## src/rtl/frog_game_sequencer_if.sv

```systemverilog
// Game-controller bundle: frog controller status in, frog reset / car step / display counters out.
// The sequencer takes the master modport; the frog controller, lanes and display take the slave side.
interface frog_game_sequencer_if;
   logic       start_btn;
   logic       collision_detected;
   logic       frog_at_top;
   logic       reset_frog;
   logic       car_step;
   logic [1:0] lives;
   logic [3:0] level;
   logic [6:0] score;
   logic       game_over;
   logic [2:0] state;

   modport master (
      input  start_btn, collision_detected, frog_at_top,
      output reset_frog, car_step, lives, level, score, game_over, state
   );

   modport slave (
      output start_btn, collision_detected, frog_at_top,
      input  reset_frog, car_step, lives, level, score, game_over, state
   );
endinterface

```

## src/rtl/frog_game_sequencer.sv

```systemverilog
// Frog game controller: play/death/level-up/game-over FSM, lives/level/score and the car step timer.
// Inputs act one edge after sampling; every output is a register or a decode of registers.
module frog_game_sequencer #(
   parameter int unsigned START_LIVES = 3,
   parameter int unsigned MAX_LEVEL   = 9,
   parameter int unsigned BASE_PERIOD = 12_500_000,
   parameter int unsigned PERIOD_STEP = 1_000_000,
   parameter int unsigned MIN_PERIOD  = 2_500_000,
   parameter int unsigned HOLD_CYCLES = 25_000_000
) (
   input  logic                        clk,
   input  logic                        rst_n,
   frog_game_sequencer_if.master       gif
);

   typedef enum logic [2:0] {
      S_IDLE      = 3'd0,
      S_PLAY      = 3'd1,
      S_DEATH     = 3'd2,
      S_LEVEL_UP  = 3'd3,
      S_GAME_OVER = 3'd4
   } state_t;

   localparam logic [1:0]  LIVES_INIT = 2'(START_LIVES);
   localparam logic [3:0]  LEVEL_MAX  = 4'(MAX_LEVEL);
   localparam logic [31:0] HOLD_LAST  = 32'(HOLD_CYCLES - 1);
   // Largest reduction that still leaves the period above the floor.
   localparam logic [31:0] HEADROOM   = (BASE_PERIOD > MIN_PERIOD) ? 32'(BASE_PERIOD - MIN_PERIOD) : 32'd0;

   state_t      state_q, state_d;
   logic        start_q;
   logic [1:0]  lives_q, lives_d;
   logic [3:0]  level_q, level_d;
   logic [6:0]  score_q, score_d;
   logic [23:0] step_q, step_d;
   logic [31:0] hold_q, hold_d;

   logic        start_edge;
   logic [31:0] reduction;
   logic [31:0] period;
   logic        step_end;
   logic        hold_end;

   assign start_edge = gif.start_btn & ~start_q;
   assign reduction  = 32'(level_q) * 32'(PERIOD_STEP);
   assign period     = (reduction >= HEADROOM) ? 32'(MIN_PERIOD) : 32'(BASE_PERIOD) - reduction;
   assign step_end   = ({8'd0, step_q} == (period - 32'd1));
   assign hold_end   = (hold_q == HOLD_LAST);

   always_ff @(posedge clk or negedge rst_n) begin
      if (!rst_n) begin
         state_q <= S_IDLE;
         start_q <= 1'b0;
         lives_q <= LIVES_INIT;
         level_q <= 4'd0;
         score_q <= 7'd0;
         step_q  <= 24'd0;
         hold_q  <= 32'd0;
      end else begin
         state_q <= state_d;
         start_q <= gif.start_btn;
         lives_q <= lives_d;
         level_q <= level_d;
         score_q <= score_d;
         step_q  <= step_d;
         hold_q  <= hold_d;
      end
   end

   always_comb begin
      state_d = state_q;
      lives_d = lives_q;
      level_d = level_q;
      score_d = score_q;
      step_d  = step_q;
      hold_d  = hold_q;
      case (state_q)
         S_IDLE, S_GAME_OVER: begin
            if (start_edge) begin
               state_d = S_PLAY;
               lives_d = LIVES_INIT;
               level_d = 4'd0;
               score_d = 7'd0;
               step_d  = 24'd0;
            end
         end
         S_PLAY: begin
            step_d = step_end ? 24'd0 : step_q + 24'd1;
            // Collision wins over a simultaneous crossing.
            if (gif.collision_detected) begin
               state_d = S_DEATH;
               if (lives_q != 2'd0) lives_d = lives_q - 2'd1;
            end else if (gif.frog_at_top) begin
               state_d = S_LEVEL_UP;
               if (score_q < 7'd99)     score_d = score_q + 7'd1;
               if (level_q < LEVEL_MAX) level_d = level_q + 4'd1;
            end
         end
         S_DEATH, S_LEVEL_UP: begin
            if (hold_end) begin
               hold_d  = 32'd0;
               step_d  = 24'd0;
               state_d = (state_q == S_DEATH && lives_q == 2'd0) ? S_GAME_OVER : S_PLAY;
            end else begin
               hold_d = hold_q + 32'd1;
            end
         end
         default: state_d = S_IDLE;
      endcase
   end

   assign gif.reset_frog = (state_q != S_PLAY);
   assign gif.car_step   = (state_q == S_PLAY) && step_end;
   assign gif.game_over  = (state_q == S_GAME_OVER);
   assign gif.lives      = lives_q;
   assign gif.level      = level_q;
   assign gif.score      = score_q;
   assign gif.state      = state_q;

endmodule

```

## src/flat_wrapper.sv

```systemverilog
// flat-port wrapper written by rule: the top's interface ports become plain ports
module frog_game_sequencer_flat 
#(
   parameter int unsigned START_LIVES = 3,
   parameter int unsigned MAX_LEVEL   = 9,
   parameter int unsigned BASE_PERIOD = 12_500_000,
   parameter int unsigned PERIOD_STEP = 1_000_000,
   parameter int unsigned MIN_PERIOD  = 2_500_000,
   parameter int unsigned HOLD_CYCLES = 25_000_000
)
  (clk, rst_n, gif_start_btn, gif_collision_detected, gif_frog_at_top, gif_reset_frog, gif_car_step, gif_lives, gif_level, gif_score, gif_game_over, gif_state);
  frog_game_sequencer_if gif_i ();
  input  logic clk;
  input  logic rst_n;
  input wire logic [$bits(gif_i.start_btn)-1:0] gif_start_btn;
  input wire logic [$bits(gif_i.collision_detected)-1:0] gif_collision_detected;
  input wire logic [$bits(gif_i.frog_at_top)-1:0] gif_frog_at_top;
  output wire logic [$bits(gif_i.reset_frog)-1:0] gif_reset_frog;
  output wire logic [$bits(gif_i.car_step)-1:0] gif_car_step;
  output wire logic [$bits(gif_i.lives)-1:0] gif_lives;
  output wire logic [$bits(gif_i.level)-1:0] gif_level;
  output wire logic [$bits(gif_i.score)-1:0] gif_score;
  output wire logic [$bits(gif_i.game_over)-1:0] gif_game_over;
  output wire logic [$bits(gif_i.state)-1:0] gif_state;
  assign gif_i.start_btn = gif_start_btn;
  assign gif_i.collision_detected = gif_collision_detected;
  assign gif_i.frog_at_top = gif_frog_at_top;
  assign gif_reset_frog = gif_i.reset_frog;
  assign gif_car_step = gif_i.car_step;
  assign gif_lives = gif_i.lives;
  assign gif_level = gif_i.level;
  assign gif_score = gif_i.score;
  assign gif_game_over = gif_i.game_over;
  assign gif_state = gif_i.state;
  frog_game_sequencer #(.START_LIVES(START_LIVES), .MAX_LEVEL(MAX_LEVEL), .BASE_PERIOD(BASE_PERIOD), .PERIOD_STEP(PERIOD_STEP), .MIN_PERIOD(MIN_PERIOD), .HOLD_CYCLES(HOLD_CYCLES)) u_core (.clk(clk), .rst_n(rst_n), .gif(gif_i));
endmodule
```

## config.mk

```make
export PLATFORM = sky130hd
export DESIGN_NAME = frog_game_sequencer_flat
export DESIGN_NICKNAME = d
export VERILOG_FILES = /design/src/rtl/frog_game_sequencer_if.sv /design/src/rtl/frog_game_sequencer.sv /design/src/flat_wrapper.sv
export SDC_FILE = /design/constraint.sdc
export NUM_CORES = 1
export LEC_CHECK = 0
export BUFFER_PORTS_ARGS = -buffer_cell sky130_fd_sc_hd__buf_2
export CORE_AREA = 2 2 99 101
export CTS_CLUSTER_SIZE = 12
export DETAILED_ROUTE_END_ITERATION = 8
export DIE_AREA = 0 0 101 103
export GPL_ROUTABILITY_DRIVEN = 0
export PLACE_DENSITY = 0.77
export SETUP_SLACK_MARGIN = 0.3
export SKIP_LAST_GASP = 1
export SLEW_MARGIN = 15
export SYNTH_ARGS = -nofsm -noshare
export SYNTH_HDL_FRONTEND = slang
export SYNTH_SLANG_ARGS = --single-unit
```

## constraint.sdc

```tcl
create_clock -name clk -period 5.7 [get_ports clk]
set_clock_uncertainty 0.1 [all_clocks]
set_input_delay 0 -clock clk [delete_from_list [all_inputs] [get_ports clk]]
set_output_delay 0 -clock clk [all_outputs]
set_load 0.01 [all_outputs]
```

# Word level (Yosys, flattened, before mapping)
# Index checks and enable logic that the tools add are counted.
[word_totals]
register_bits = 73
in_bits = 5
out_inout_bits = 19
wordCells = 76
[op_classes]
add_sub_neg = 7
multipliers = 1
magnitude_cmp = 3
n_eq_ne = 16
mux = 26
n_bitwise = 2
n_reduce_logical = 14
[ops]
columns = ["operator", "n"]
rows = [
  ["$mux W24", 3],
  ["$pmux W24 S3", 1],
  ["$mux W32", 2],
  ["$add A32 B1 Y32 const B", 1],
  ["$eq A24 B32 Y1", 1],
  ["$eq A32 B25 Y1 const B", 1],
  ["$sub A32 B1 Y32 const B", 1],
  ["$mux W7", 4],
  ["$sub A24 B24 Y25 const A", 1],
  ["$add A24 B1 Y24 const B", 1],
  ["$ge A24 B24 Y1 const B", 1],
  ["$mul A4 B14 Y18 const B", 1],
  ["$mux W4", 4],
  ["$mux W3", 5],
  ["$pmux W7 S2", 1],
  ["$ne A2 B1 Y1 const B", 5],
  ["$reduce_and A5 Y1", 2],
  ["$pmux W3 S3", 1],
  ["$pmux W4 S2", 1],
  ["$add A7 B1 Y7 const B", 1],
  ["$lt A7 B7 Y1 const B", 1],
  ["$eq A3 B2 Y1 const B", 2],
  ["$mux W2", 3],
  ["$ne A2 B2 Y1 const B", 3],
  ["other kinds (18)", 22],
]

# Logic depth before layout (Yosys ltp)
# Gate-level depths: netlist of the first run.
[depth]
ltp_word = 7
depth_mapped = 18
depth_no_buf = 15

# Worst setup path after synthesis of the first run
# OpenSTA, ideal clock, no wires.
[synth_path]
path_kind = "register to register"
from = "register u_core.level_q[1], in the netlist u_core.gif.level[1]"
to = "register u_core.step_q[12]"
setup_ps = 124
arrival_ps = 4626
required_ps = 5476
setup_slack_ps = 850
stages_incl_launch_ff = 18
n_path_buf = 3
period_less_slack_ps = 4850
cell_sequence = "dfrtp_1 > buf_2 > inv_1 > ha_1 > fa_1 > inv_1 > fa_1 > or4b_2 > a21oi_1 > o311a_1 > buf_2 > nand2b_1 > a31oi_1 > a2111o_1 > o21ai_4 > buf_6 > nor2_1 > a211o_1"
[synth_between]
elab_chain_len = 7
elab_cells_between_ends = 8
classes_between = "add/sub (2); mul (1); order compare (1); eq/ne (1); mux (3)"
[synth_rtl]
columns = ["element", "line_no", "source"]
rows = [
  ["start, declared", "frog_game_sequencer.sv:33", "logic [3:0] level_q, level_d;"],
  ["start signal, assigned", "frog_game_sequencer.sv:63", "level_q <= level_d;"],
  ["$mul A4 B14 Y18 (*)", "frog_game_sequencer.sv:45", "assign reduction = 32'(level_q) * 32'(PERIOD_STEP);"],
  ["$sub A24 B24 Y25 or $ge A24 B24 Y1 (tied branches)", "frog_game_sequencer.sv:46", "assign period = (reduction >= HEADROOM) ? 32'(MIN_PERIOD) : 32'(BASE_PERIOD) - reduction;"],
  ["$mux W32 (*)", "frog_game_sequencer.sv:46", ""],
  ["$sub A32 B1 Y32 (*)", "frog_game_sequencer.sv:47", "assign step_end = ({8'd0, step_q} == (period - 32'd1));"],
  ["$eq A24 B32 Y1 (*)", "frog_game_sequencer.sv:47", ""],
  ["$mux W24 (*)", "frog_game_sequencer.sv:88", "step_d = step_end ? 24'd0 : step_q + 24'd1;"],
  ["$pmux W24 S3 (*)", "frog_game_sequencer.sv:77", "case (state_q)"],
  ["end signal, assigned", "frog_game_sequencer.sv:65", "step_q <= step_d;"],
  ["end, declared", "frog_game_sequencer.sv:35", "logic [23:0] step_q, step_d;"],
]
# Mark *: on every way between the ends. The rest lies on a longest branch, timed or not.
# A chain may end at the register's enable or synchronous reset.

# Final worst setup path of the first run
[layout_path]
from = "register u_core.level_q[2], in the netlist u_core.gif.level[2]"
to = "register u_core.step_q[12]"
# Same word-level chain as after synthesis.

==> metrics.csv, run 1 <==
metric,value,unit
critical path class,flip-flop to flip-flop,
Fin. Hold Viols,0,
"commonest cells after routing, fill and taps aside","dfrtp_1 (70), nor2_1 (69), nand2_1 (55)",
final worst setup slack,0.616,ns
vias in the first global route,4237,
CTS tree,done,
Max-slew headroom,0.382,
maximum vdd drop,0.000279,V
post-synthesis sequential area ratio,0.348,
"most common cell after layout, fill and taps aside",dfrtp_1,
fmax,197,MHz
Arrival @ worst endpoint,5.21,ns
Routed WL,11.9,mm
Remaining DRCs,0,
Clock power frac,0.235,
Synth Net Count,637,
ys async rst share,1.00,
CP max FO,29,
Comb pwr share,0.404,
YS warnings,0,
post-route ant nets,0,
switching pwr,0.739,mW
CTS Sinks,73,
Post-synth EDFFs,0,
status,finished clean,
Cells after Synth,601,
FP Rows,36,
cell-internal power,1.07,mW
syn_area_per_cell,8.74,um^2
"FF+latch count, synth",73,
hold slack,0.210,ns
largest family of logic cells by synthesized area,simple AND/OR/NAND/NOR gates,
I/O Buffers,23,
fin crit period,5.08,ns
period utilization,0.892,
I/O pin cnt,24,
LEAKAGE,2.67,nW
CP Launch Type,flip-flop,
Synth Area in XOR/XNOR,0.0910,
MaxCap Viol Count,0,
Sw Share,0.408,
overall routing resource usage,0.240,
grt ovf,0,
first-pass GRT wire length,19.9,mm
post-layout net count,656,
Fin Setup TNS,0,ns
Post-Syn Area,5250,um^2
top_reg_cell synth,dfrtp_1,
Setup Buffers After CTS,0,
mux cell area share after synthesis,0.0164,
drt wl/cell,16.0,um
critical path data required time,5.83,ns
Max Slew Vio Count,0,
"Reg clk slew, reported paths",0.09,ns
total CTS buffers,9,
Via density,6.15,
Die H,103,um
post-synth cell types,75,
Longest Clk Path Bufs,2,
Clock Latency Late Sink,0.35,ns
core area,9460,um^2
Compound-Gate Fraction of Synth Area,0.154,
Crit. End Element,flip-flop,
DP Worst Slack,0.429,ns
Synth Area in Simple Gates,0.268,
Sequential Power Share,0.361,
final setup fails,0,
H-tree Lvls,3,
synthesis-to-layout area growth,8.24,%
initial antenna violation count,0,
die area,10400,um^2
Starting Density,0.555,
share of cells above drive strength 1,0.109,
post-detail-place hpwl,8.72,mm
Starting DRT DRC Count,375,
adder-cell share of the synthesized area,0.0810,
DIE WIDTH,101,um
clock root buffer,clkbuf_8,
power per cell area,318,nW/um^2
RSZ-0062 raised after global routing,no,
measured slew at the worst slew-check pin,0.924,ns
Vias,4547,
Detailed Routing Iterations Pass 1,5,
largest net degree at the start of global routing,74,
Hold Crit Class,input pin to flip-flop,
diode count,0,
## area by class of cell
type / count / area (um^2)
clock buffers: 9 / 124
clock inverters: 7 / 82.6
fillers: 817 / 3770
inverters: 25 / 93.8
multi-input cells: 478 / 3210
flip-flops and latches: 73 / 1830
well taps: 114 / 143
repair buffers: 33 / 204
## worst max-delay path, cell delays in order, from the launching register on
cell and delay (ns):
dfrtp_2 0.52, inv_1 0.15, ha_1 0.32, fa_1 0.55, inv_1 0.07, fa_1 0.59, or4b_2 0.59, a21oi_1 0.16
o311a_1 0.36, o2111ai_1 0.18, a32oi_1 0.26, o2111ai_1 0.23, o21ai_4 0.27, buf_6 0.27, nor2_1 0.08, a211o_1 0.27
## power groups by stage
stage	clock network, mW	logic [mW]	registers (mW)
floorplan	0	0.546	0.656
global placement	0	0.691	0.660
detailed placement	0	0.718	0.664
CTS	0.432	0.723	0.654
global route	0.458	0.802	0.665
finish	0.426	0.731	0.654
## flip-flops by register name (all words and copies together), names as in the netlist
register	count
u_core.step_q	24
u_core.gif.score	7
u_core.start_q	1
u_core.gif.level	4
u_core.hold_q	32
u_core.gif.state	3
u_core.gif.lives	2
## repair_timing
item                                    in CTS  in global routing
hold endpoints to repair                    77                  0
endpoints found under the setup margin       0                 17
hold buffers                                 4                  0
gates resized for setup                      0                  2
## cells in the mapped netlist, types with 14 or more instances
cell type  number  area, um^2
dfrtp_1        71        1780
a211o_1        14         123
o21ai_0        22         110
nor3_1         23         115
clkbuf_1       16        60.1
ha_1           26         325
nand4_1        14        87.6
nand2_1        55         206
xor2_1         24         210
nand3_1        33         165
xnor2_1        28         245
inv_1          24        90.1
nor2_1         69         259
## worst paths after layout
check	from	endpoint	slack (ns)	cells after the start
min	gif_start_btn	u_core.start_q$_DFF_PN0_	0.21	2
max reg2reg	u_core.gif.level[2]$_DFFE_PN0P_	u_core.step_q[12]$_DFFE_PN0P_	0.62	15
min reg2reg	u_core.hold_q[31]$_DFFE_PN0N_	u_core.hold_q[31]$_DFFE_PN0N_	0.38	1
min in group asynchronous	rst_n	u_core.step_q[22]$_DFFE_PN0P_	0.28	3
max in group asynchronous	rst_n	u_core.gif.level[2]$_DFFE_PN0P_	4.54	3
max	u_core.gif.level[2]$_DFFE_PN0P_	u_core.step_q[12]$_DFFE_PN0P_	0.62	15
## logic make-up after synthesis
family / Yosys count
xor gates and xnor gates: 53
AOI/OAI and AO/OA: 109
buffers and inverters: 50
muxes: 8
and+or+nand+nor: 277
adders and majority gates: 31
DFF: 73
## per-layer routing
| layer | track usage | share of wire | vias to the layer above |
|---|---|---|---|
| li1 | - | - | 2194 |
| met1 | 0.341 | 0.46 | 2199 |
| met5 | 0 | 0 | - |
| met3 | 0.0454 | 0.046 | 14 |
| met4 | 0.0468 | 0.0062 | 0 |
| met2 | 0.387 | 0.49 | 140 |
## stage by stage
| step | total power, mW | cell area [um^2] | instances | util |
|---|---|---|---|---|
| global route | 1.93 | 5690 | 739 | 0.601 |
| floorplan | 1.20 | 5250 | 601 | - |
| finish | 1.81 | 5690 | 739 | 0.601 |
| global placement | 1.35 | 5440 | 719 | 0.575 |
| detailed placement | 1.38 | 5440 | 719 | 0.575 |
| CTS | 1.81 | 5680 | 739 | 0.601 |
Power figures use the tool's default switching activity.
==> run 2, diff against run 1 <==
- REMOVE_ABC_BUFFERS: unset -> 1
==> metrics.csv, run 2 (synthesis results as in run 1) <==
metric,value,unit
CP max FO,35,
fmax,200,MHz
final core occ,0.603,
crit path cell chain,inv_1 -> ha_1 -> fa_1 -> inv_1 -> fa_1 -> nand2b_1 -> a21oi_1 -> xnor2_1 -> nor4b_2 -> xor2_1 -> nand3b_1 -> a2111o_1 -> o21ai_4 -> buf_4 -> nor3_1 -> a211o_1,
clock root buffer,clkbuf_8,
LEAKAGE,2.68,nW
Top Family by Delay on Critical Path,adder cells,
Max Slew Vio Count,0,
FF-to-FF path depth,16,
Max-slew headroom,0.404,
CP Launch Type,flip-flop,
power per cell area,320,nW/um^2
critical path class,flip-flop to flip-flop,
critical path data required time,5.83,ns
max FFs per register,32,
"Reg clk slew, reported paths",0.09,ns
Vias,4542,
Fin Setup TNS,0,ns
H-tree Lvls,3,
CTS tree,done,
CP bufs+invs,3,
RSZ-0062 raised after global routing,no,
die area,10400,um^2
fill cell count,809,
status,finished clean,
final cell count without fillers,739,
"Design Area, Final",5710,um^2
CTS Sinks,73,
Starting DRT DRC Count,260,
Arrival @ worst endpoint,5.14,ns
"most common cell after layout, fill and taps aside",dfrtp_1,
Reg with most FFs,u_core.hold_q,
register area,1830,um^2
Routed WL,11.9,mm
Multi-input gate area,3230,um^2
"commonest cells after routing, fill and taps aside","dfrtp_1 (71), nor2_1 (69), nand2_1 (55)",
Fin. Hold Viols,0,
grt ovf,0,
measured slew at the worst slew-check pin,0.890,ns
largest net degree at the start of global routing,46,
Die H,103,um
flop2flop setup slack,0.69,ns
Clock Latency Late Sink,0.35,ns
fin crit period,5.01,ns
diode count,0,
Hold Crit Class,input pin to asynchronous set/reset pin,
crit-path max cell delay,0.55,ns
vias in the first global route,4302,
DIE WIDTH,101,um
final setup fails,0,
post-detail-place hpwl,8.53,mm
Starting Density,0.555,
Critical-path top delay cell,fa_1,
initial antenna violation count,0,
MaxCap Viol Count,0,
Via density,6.15,
period utilization,0.879,
Crit. End Element,flip-flop,
drt wl/cell,16.0,um
Remaining DRCs,0,
r2r endpoint,u_core.step_q[14]$_DFFE_PN0P_,
I/O Buffers,23,
Detailed Routing Iterations Pass 1,4,
reg2reg start,u_core.gif.level[1]$_DFFE_PN0P_,
maximum vdd drop,0.000176,V
Longest Clk Path Bufs,2,
core area,9460,um^2
post-route ant nets,0,
total CTS buffers,9,
post-layout net count,656,
FP Rows,36,
synthesis-to-layout area growth,8.60,%
Placement Cell Area,5440,um^2
share of cells above drive strength 1,0.112,
placed cell count,719,
I/O pin cnt,24,
overall routing resource usage,0.236,
first-pass GRT wire length,19.8,mm
Setup Buffers After CTS,0,
[run 2: cell counts in the layout (fill, tap and decap cells not counted)]
No cell type changed its count.
[run 2: how the worst max path moves through the flow]
stage,startpoint,end,slack [ns],cells past startpoint
floorplan,u_core.gif.level[1]$_DFFE_PN0P_,u_core.step_q[11]$_DFFE_PN0P_,0.66,14
global placement,u_core.gif.level[1]$_DFFE_PN0P_,u_core.step_q[11]$_DFFE_PN0P_,0.81,15
detailed placement,u_core.gif.level[1]$_DFFE_PN0P_,u_core.step_q[14]$_DFFE_PN0P_,0.63,15
CTS,u_core.gif.level[1]$_DFFE_PN0P_,u_core.step_q[14]$_DFFE_PN0P_,0.59,15
global route,u_core.gif.level[1]$_DFFE_PN0P_,u_core.step_q[14]$_DFFE_PN0P_,0.34,16
finish,u_core.gif.level[1]$_DFFE_PN0P_,u_core.step_q[14]$_DFFE_PN0P_,0.69,16
[run 2: final cells by class]
type / instances / share of cell area
clock buffer: 9 / 0.0217
clock inverter: 7 / 0.0149
inverter: 25 / 0.0164
multi-input combinational: 478 / 0.566
sequential: 73 / 0.321
tap: 114 / 0.0250
timing repair buffer: 33 / 0.0351
[run 2: power breakdown]
part           total (mW)  internal, mW  switching, mW
registers           0.651         0.578         0.0729
clock network       0.435         0.211          0.224
logic               0.740         0.282          0.458
[run 2: worst reg2reg max path, cell delays in order, from the launching register on]
cell      delay [ns]
dfrtp_1         0.51
inv_1           0.17
ha_1            0.34
fa_1            0.55
inv_1           0.07
fa_1            0.47
nand2b_1        0.22
a21oi_1         0.29
xnor2_1         0.19
nor4b_2         0.34
xor2_1          0.12
nand3b_1        0.18
a2111o_1        0.47
o21ai_4         0.15
buf_4           0.34
nor3_1          0.10
a211o_1         0.28
[run 2: repair_timing]
action                                  CTS  global route
resized for setup                         0             1
hold endpoints to repair                 34             0
hold buffers                              4             0
endpoints found under the setup margin    0             9
[run 2: routing by layer]
layer | global-route usage | vias up | share of wire
li1 | - | 2186 | -
met1 | 0.318 | 2225 | 0.47
met2 | 0.396 | 115 | 0.48
met3 | 0.0353 | 16 | 0.042
met4 | 0.0717 | 0 | 0.013
met5 | 0 | - | 0
[run 2: stage by stage]
stage | power (mW) | hold WS [ns] | setup slack [ns]
3_5_place_dp | 1.38 | -0.0199 | 0.627
3_3_place_gp | 1.36 | -0.0260 | 0.807
2_1_floorplan | 1.16 | -0.396 | 0.658
4_1_cts | 1.82 | 0.136 | 0.587
6_report | 1.83 | 0.110 | 0.690
5_1_grt | 1.96 | 0.177 | 0.335
